===== src/rtl/p_mem_types.sv =====
// Package: p_mem_types
// Shared types and constants for the cache-line to memory-burst adaptor.
//   - burst_state_t : adaptor FSM states
//   - LINE_W/BEAT_W : line and burst-beat widths
//   - NUM_BEATS     : beats per line burst; CNT_W is the beat-counter width
//   - S_OFFSET      : byte-offset bits within a line
//   - beat_sel()    : extracts beat `cnt` from a line (beat 0 = bits [BEAT_W-1:0])
package p_mem_types;

    localparam int unsigned S_OFFSET  = 5;
    localparam int unsigned LINE_W    = 256;
    localparam int unsigned BEAT_W    = 64;
    localparam int unsigned NUM_BEATS = LINE_W / BEAT_W;
    localparam int unsigned CNT_W     = $clog2(NUM_BEATS);

    typedef enum logic [2:0] {
        IDLE,
        RD_BURST,
        WR_BURST,
        RESP,
        DONE
    } burst_state_t;

    function automatic logic [BEAT_W-1:0] beat_sel(input logic [LINE_W-1:0] line,
                                                  input logic [CNT_W-1:0]  cnt);
        return line[cnt*BEAT_W +: BEAT_W];
    endfunction

endpackage


===== src/rtl/p_line_beat_reg.sv =====
// Module: p_line_beat_reg
// A full-line register organised as NUM_BEATS beats, each with its own write enable.
// Used both to assemble a read line beat by beat and to hold a write line while it
// is streamed out one beat at a time.
// Ports:
//   clk_i     clock
//   rst_i     synchronous active-high reset, clears the line to zero
//   we_i      per-beat write enable
//   wdata_i   write data in line layout; beat b is taken from bits [b*BEAT_W +: BEAT_W]
//   sel_i     beat index for the beat read port
//   line_o    whole registered line
//   beat_o    registered beat sel_i
module p_line_beat_reg
    import p_mem_types::*;
(
    input  logic                 clk_i,
    input  logic                 rst_i,
    input  logic [NUM_BEATS-1:0] we_i,
    input  logic [LINE_W-1:0]    wdata_i,
    input  logic [CNT_W-1:0]     sel_i,
    output logic [LINE_W-1:0]    line_o,
    output logic [BEAT_W-1:0]    beat_o
);

    logic [LINE_W-1:0] line_q, line_d;

    always_comb begin
        line_d = line_q;
        for (int b = 0; b < NUM_BEATS; b++) begin
            if (we_i[b]) begin
                line_d[b*BEAT_W +: BEAT_W] = wdata_i[b*BEAT_W +: BEAT_W];
            end
        end
    end

    always_ff @(posedge clk_i) begin
        if (rst_i) begin
            line_q <= '0;
        end else begin
            line_q <= line_d;
        end
    end

    assign line_o = line_q;
    assign beat_o = beat_sel(line_q, sel_i);

endmodule


===== src/rtl/p_line_burst_adaptor.sv =====
// Module: p_line_burst_adaptor
// Memory-side responder for the cache line interface. Each held line request is turned
// into a NUM_BEATS x BEAT_W burst on the memory bus; line_resp pulses once on completion,
// followed by one dead cycle so the requester can drop its request.
// Ports:
//   clk, rst              clock, synchronous active-high reset
//   line_read/line_write  held line requests (write wins when both are high)
//   line_address          byte address, offset bits ignored
//   line_wdata            write line, beat 0 = bits [63:0]
//   line_rdata            assembled read line, stable until the next read burst starts
//   line_resp             single-cycle completion pulse
//   burst_read/write      burst request, held for the whole burst
//   burst_address         line-aligned address latched at accept
//   burst_wdata           current write beat
//   burst_rdata           read beat, valid with burst_resp
//   burst_resp            one beat transferred this cycle
// Configuration:
//   P_LINE_BUF_EN  when defined, a one-entry last-line buffer lets a read of the most
//                  recently filled line complete without a burst (line_resp in cycle 1).
module p_line_burst_adaptor
    import p_mem_types::*;
(
    input  logic              clk,
    input  logic              rst,
    input  logic              line_read,
    input  logic              line_write,
    input  logic [31:0]       line_address,
    input  logic [LINE_W-1:0] line_wdata,
    output logic [LINE_W-1:0] line_rdata,
    output logic              line_resp,
    output logic              burst_read,
    output logic              burst_write,
    output logic [31:0]       burst_address,
    output logic [BEAT_W-1:0] burst_wdata,
    input  logic [BEAT_W-1:0] burst_rdata,
    input  logic              burst_resp
);

    localparam int unsigned      TAG_W     = 32 - S_OFFSET;
    localparam logic [CNT_W-1:0] LAST_BEAT = CNT_W'(NUM_BEATS - 1);

    burst_state_t state_q, state_d;
    logic [CNT_W-1:0]     cnt_q, cnt_d;
    // Line-aligned address; the offset bits are implied zero.
    logic [TAG_W-1:0]     addr_q, addr_d;

    logic [TAG_W-1:0]     req_tag;
    logic [NUM_BEATS-1:0] rd_we;
    logic [NUM_BEATS-1:0] wr_we;
    logic                 line_hit;
    logic                 fill_done;
    logic                 wr_accept;

    logic [BEAT_W-1:0]    unused_asm_beat;
    logic [LINE_W-1:0]    unused_wr_line;
    logic                 unused_offset;

    assign req_tag       = line_address[31:S_OFFSET];
    assign unused_offset = ^line_address[S_OFFSET-1:0];

    // ------------------------------------------------------------------
    // Next-state logic
    // ------------------------------------------------------------------
    always_comb begin
        state_d   = state_q;
        cnt_d     = cnt_q;
        addr_d    = addr_q;
        rd_we     = '0;
        wr_we     = '0;
        fill_done = 1'b0;
        wr_accept = 1'b0;

        unique case (state_q)
            IDLE: begin
                if (line_write) begin
                    wr_accept = 1'b1;
                    wr_we     = '1;
                    addr_d    = req_tag;
                    cnt_d     = '0;
                    state_d   = WR_BURST;
                end else if (line_read) begin
                    addr_d  = req_tag;
                    cnt_d   = '0;
                    state_d = line_hit ? RESP : RD_BURST;
                end
            end
            RD_BURST: begin
                if (burst_resp) begin
                    rd_we[cnt_q] = 1'b1;
                    cnt_d        = cnt_q + 1'b1;
                    if (cnt_q == LAST_BEAT) begin
                        fill_done = 1'b1;
                        state_d   = RESP;
                    end
                end
            end
            WR_BURST: begin
                if (burst_resp) begin
                    cnt_d = cnt_q + 1'b1;
                    if (cnt_q == LAST_BEAT) begin
                        state_d = RESP;
                    end
                end
            end
            RESP:    state_d = DONE;
            DONE:    state_d = IDLE;
            default: state_d = IDLE;
        endcase
    end

    always_ff @(posedge clk) begin
        if (rst) begin
            state_q <= IDLE;
            cnt_q   <= '0;
            addr_q  <= '0;
        end else begin
            state_q <= state_d;
            cnt_q   <= cnt_d;
            addr_q  <= addr_d;
        end
    end

    // ------------------------------------------------------------------
    // Last-line buffer
    // ------------------------------------------------------------------
`ifdef P_LINE_BUF_EN
    logic [TAG_W-1:0] buf_tag_q, buf_tag_d;
    logic             buf_valid_q, buf_valid_d;

    always_comb begin
        buf_tag_d   = buf_tag_q;
        buf_valid_d = buf_valid_q;
        if (fill_done) begin
            buf_tag_d   = addr_q;
            buf_valid_d = 1'b1;
        end else if (wr_accept && (buf_tag_q == req_tag)) begin
            // The buffered copy would go stale once memory takes the new line.
            buf_valid_d = 1'b0;
        end
    end

    always_ff @(posedge clk) begin
        if (rst) begin
            buf_tag_q   <= '0;
            buf_valid_q <= 1'b0;
        end else begin
            buf_tag_q   <= buf_tag_d;
            buf_valid_q <= buf_valid_d;
        end
    end

    // line_rdata still holds the buffered line: only read bursts write the assembly reg.
    assign line_hit = buf_valid_q && (buf_tag_q == req_tag);
`else
    logic unused_buf;
    assign unused_buf = fill_done ^ wr_accept;
    assign line_hit   = 1'b0;
`endif

    // ------------------------------------------------------------------
    // Line storage: read assembly and write staging
    // ------------------------------------------------------------------
    p_line_beat_reg u_rd_line (
        .clk_i   (clk),
        .rst_i   (rst),
        .we_i    (rd_we),
        .wdata_i ({NUM_BEATS{burst_rdata}}),
        .sel_i   (cnt_q),
        .line_o  (line_rdata),
        .beat_o  (unused_asm_beat)
    );

    p_line_beat_reg u_wr_line (
        .clk_i   (clk),
        .rst_i   (rst),
        .we_i    (wr_we),
        .wdata_i (line_wdata),
        .sel_i   (cnt_q),
        .line_o  (unused_wr_line),
        .beat_o  (burst_wdata)
    );

    // ------------------------------------------------------------------
    // Outputs, decoded from registered state only
    // ------------------------------------------------------------------
    assign burst_read    = (state_q == RD_BURST);
    assign burst_write   = (state_q == WR_BURST);
    assign line_resp     = (state_q == RESP);
    assign burst_address = {addr_q, {S_OFFSET{1'b0}}};

endmodule


===== config.mk =====
export PLATFORM = sky130hd
export DESIGN_NAME = p_line_burst_adaptor
export DESIGN_NICKNAME = d
export VERILOG_FILES = /design/src/rtl/p_mem_types.sv /design/src/rtl/p_line_beat_reg.sv /design/src/rtl/p_line_burst_adaptor.sv
export SDC_FILE = /design/constraint.sdc
export NUM_CORES = 1
export LEC_CHECK = 0
export CELL_PAD_IN_SITES_DETAIL_PLACEMENT = 1
export CELL_PAD_IN_SITES_GLOBAL_PLACEMENT = 2
export CORE_MARGIN = 8
export CORE_UTILIZATION = 23
export DETAILED_ROUTE_END_ITERATION = 16
export HOLD_SLACK_MARGIN = 0.05
export PLACE_DENSITY_LB_ADDON = 0.1
export SYNTH_ARGS = -nofsm -noshare
export SYNTH_HDL_FRONTEND = slang
export SYNTH_SLANG_ARGS = --single-unit

===== constraint.sdc =====
create_clock -name clk -period 1.9 [get_ports clk]
set_input_delay 0.38 -clock clk [delete_from_list [all_inputs] [get_ports clk]]
set_output_delay 0.38 -clock clk [all_outputs]
set_load 0.02 [all_outputs]

==> results.py <==
metrics = {
    "run_status": {
        "outcome": "finished with violations",
        "violations": "negative setup slack",
    },
    "setup_path": {
        "cp_max_fo": 7,
        "reg2reg_from": "cnt_q[0]",
        "end_kind": "output pin",
        "critical_path_class": "register to output pin",
        "reg2reg_to": "u_rd_line.line_o[200]",
        "startpoint": "cnt_q[0]",
        "startpoint_type": "register",
        "required_ps": 1520,
        "worst_ep_arrival_time_ps": 2060,
        "r2r_slack_ps": -100,
        "endpoint": "burst_wdata[53]",
        "rr_worst_depth": 10,
    },
    "floorplanning": {
        "start_util": 0.232,
        "num_rows": 111,
        "die_w_um": 320,
        "top_level_ports": 712,
        "die_h_um": 320,
        "dieArea_mm2": 0.102,
        "core_area_mm2": 0.0915,
    },
    "detailed_routing": {
        "wire_per_inst_um": 23.7,
        "drtAntennaViolNets": 0,
        "drt_first_pass_iters": 5,
        "drt-initial-drc-count": 991,
        "vias": 21500,
        "wirelength_um": 105000,
        "post-route-drc-count": 0,
        "vias_per_cell": 4.83,
    },
    "grt": {
        "grt_use_met3": 0.0666,
        "grt_use_met1": 0.227,
        "grt_pass1_wl_um": 153000,
        "grt_pass1_vias": 22800,
        "grt_usage": 0.196,
        "antenna_found_initial": 38,
        "grt_busiest_layer": "met2",
        "grt_max_degree": 116,
        "met2_usage": 0.334,
        "overflow": 0,
    },
    "final_layout": {
        "drive_above_1_share": 0.131,
        "nets": 3544,
        "utilization": 0.358,
        "num-fill-cells": 10600,
        "design_area_mm2": 0.0327,
        "area_growth_pct": 54.3,
    },
    "cts": {
        "clock_latency_ps": 590,
        "cts_tree": "yes",
        "numCtsBuffers": 68,
        "cts_root_buffer": "clkbuf_16",
        "ctsHtreeMaxLevel": 3,
        "path_clk_slew_ps": 60,
        "clock_path_buffers": 3,
        "clock_sinks": 544,
    },
    "synth": {
        "synth_seq_area_share": 0.513,
        "yosys_register_bits": 544,
        "synth_cell_type_count": 33,
        "synth_edf_count": 0,
        "avgSynthCellArea_um2": 8.40,
        "synthesis.area_mm2": 0.0212,
        "yosysWarnings": 0,
        "async_flop_share": 0,
        "syn_inst": 2527,
        "ys.flop_type": "dfxtp_1",
    },
    "place": {
        "io_buffers": 701,
        "gp_congestion": 0.830,
        "hpwlAfterDp_um": 74900,
        "pre_cts_ws_ps": -344,
        "placed_area_mm2": 0.0302,
    },
    "power_and_ir_drop": {
        "peakVddDrop_uv": 560,
        "p_leak_nw": 12.7,
        "power_density_mw_per_mm2": 951,
        "p_total_mw": 31.1,
    },
    "timing": {
        "setup_viol": 128,
        "skew_ps": 22.9,
        "final-hold-violation-count": 0,
        "timing.final.crit_share": 1.28,
        "final.setup.tns_ps": -34410,
        "max_slew_margin": 0.348,
        "max_slew.worst_pin.slew_ps": 978,
        "slew_violations": 0,
        "grt_setup_unrepaired": "true",
        "fmax_mhz": 410,
        "finalCriticalPeriod_ps": 2440,
        "timing.final.ws_setup_ps": -537,
    },
    "hold_path": {
        "whs_path_depth": 2,
        "hold_path_class": "input port to register",
    },
    "run": {
        "drv_cap": 0,
    },
}
-- layer usage --
metal | share of wire | up-vias
met2 | 0.48 | 599
met5 | 0.0014 | -
met3 | 0.077 | 174
met4 | 0.030 | 24
li1 | - | 10100
met1 | 0.41 | 10600
-- Yosys cell counts (all sizes together) (2+ instances only) --
library cell / count / share of area
nand3b: 2 / 0.00071
mux4: 64 / 0.068
nor2: 2 / 0.00035
a21oi: 539 / 0.13
dfxtp: 544 / 0.51
nand2b: 3 / 0.00088
nand3: 283 / 0.067
nand2: 512 / 0.091
o21ai: 283 / 0.067
clkinv: 3 / 0.00053
ha: 4 / 0.0024
nor2b: 4 / 0.0012
buf: 105 / 0.025
clkbuf: 155 / 0.027
or4b: 2 / 0.00094
nor3: 4 / 0.0012
nand4bb: 2 / 0.0011
a2111oi: 2 / 0.00083
mux2i: 2 / 0.00094
inv: 2 / 0.00035
-- power breakdown --
part / internal, mW / switching (mW)
registers: 12.0 / 0.347
logic: 2.49 / 3.23
clock network: 7.81 / 5.27
total: 22.3 / 8.84
-- final cells by class --
| cell class | count | area, um2 | area share |
|---|---|---|---|
| clock inverter | 15 | 136 | 0.00416 |
| multi-input combinational | 1722 | 9360 | 0.286 |
| antenna | 24 | 60.1 | 0.00183 |
| sequential | 544 | 10900 | 0.333 |
| timing repair buffer | 842 | 8670 | 0.265 |
| clock buffer | 106 | 2120 | 0.0647 |
| tap | 1186 | 1480 | 0.0453 |
| inverter | 5 | 18.8 | 0.000573 |
-- sequential cells by signal, summed over array words and instances (netlist names) --
| register | count |
|---|---|
| u_rd_line.line_o | 256 |
| u_wr_line.line_o | 256 |
| addr_q | 27 |
| state_q | 3 |
| cnt_q | 2 |
-- worst min path at each step --
stage / from / to / slack (ps)
2_1_floorplan: u_wr_line.line_o[128] / u_wr_line.line_o[128] / 430
3_3_place_gp: u_wr_line.line_o[174] / u_wr_line.line_o[174] / 440
3_5_place_dp: u_wr_line.line_o[255] / u_wr_line.line_o[255] / 450
4_1_cts: rst / state_q[2] / 60
5_1_grt: rst / u_rd_line.line_o[249] / 100
6_report: rst / addr_q[23] / 100
-- kinds of logic (layout without fill, tap and decap cells) --
group | Yosys count | count (layout) | synth area share
AO/OA/AOI/OAI | 825 | 825 | 0.195
AND/OR/NAND/NOR | 821 | 821 | 0.167
flip-flops | 544 | 544 | 0.513
buffers and inverters | 265 | 968 | 0.0531
multiplexers | 66 | 66 | 0.0689
adder cells (fa/ha/maj) | 4 | 4 | 0.00236
other | 1 | 29 | 0.000177
XOR/XNOR | 1 | 1 | 0.000413
-- cells in the final DEF, fill, tap and decap left out, drive strengths merged, types with 3 or more instances in the layout --
cell / netlist / final
a21oi: 539 / 539
buf: 105 / 207
clkbuf: 155 / 110
clkdlybuf4s50: 0 / 350
clkinv: 3 / 13
conb: 1 / 5
dfxtp: 544 / 544
diode: 0 / 24
dlygate4sd2: 0 / 278
ha: 4 / 4
inv: 2 / 5
mux4: 64 / 64
nand2: 512 / 512
nand2b: 3 / 3
nand3: 283 / 283
nor2b: 4 / 4
nor3: 4 / 4
o21ai: 283 / 283
-- per-stage QoR --
stage | std cells | hold slack (ps)
after floorplan | 2531 | 433
after global placement | 4271 | 440
after detailed placement | 4271 | 446
after CTS | 4413 | 62.8
after global routing | 4433 | 97.4
final | 4444 | 101
-- critical path, stage by stage, from the launching register on --
cell and delay, ps:
dfxtp_4 430, buf_6 160, buf_12 150, mux4_2 550, buf_6 160
-- what timing repair did --
item	in CTS	in global routing
resized for setup	633	48
pin swaps	1	1
buffers inserted	12	6
gates cloned	9	1
endpoints found under the setup margin	420	133
hold buffers	0	0
Note: power is estimated with default switching activity, not from simulation.
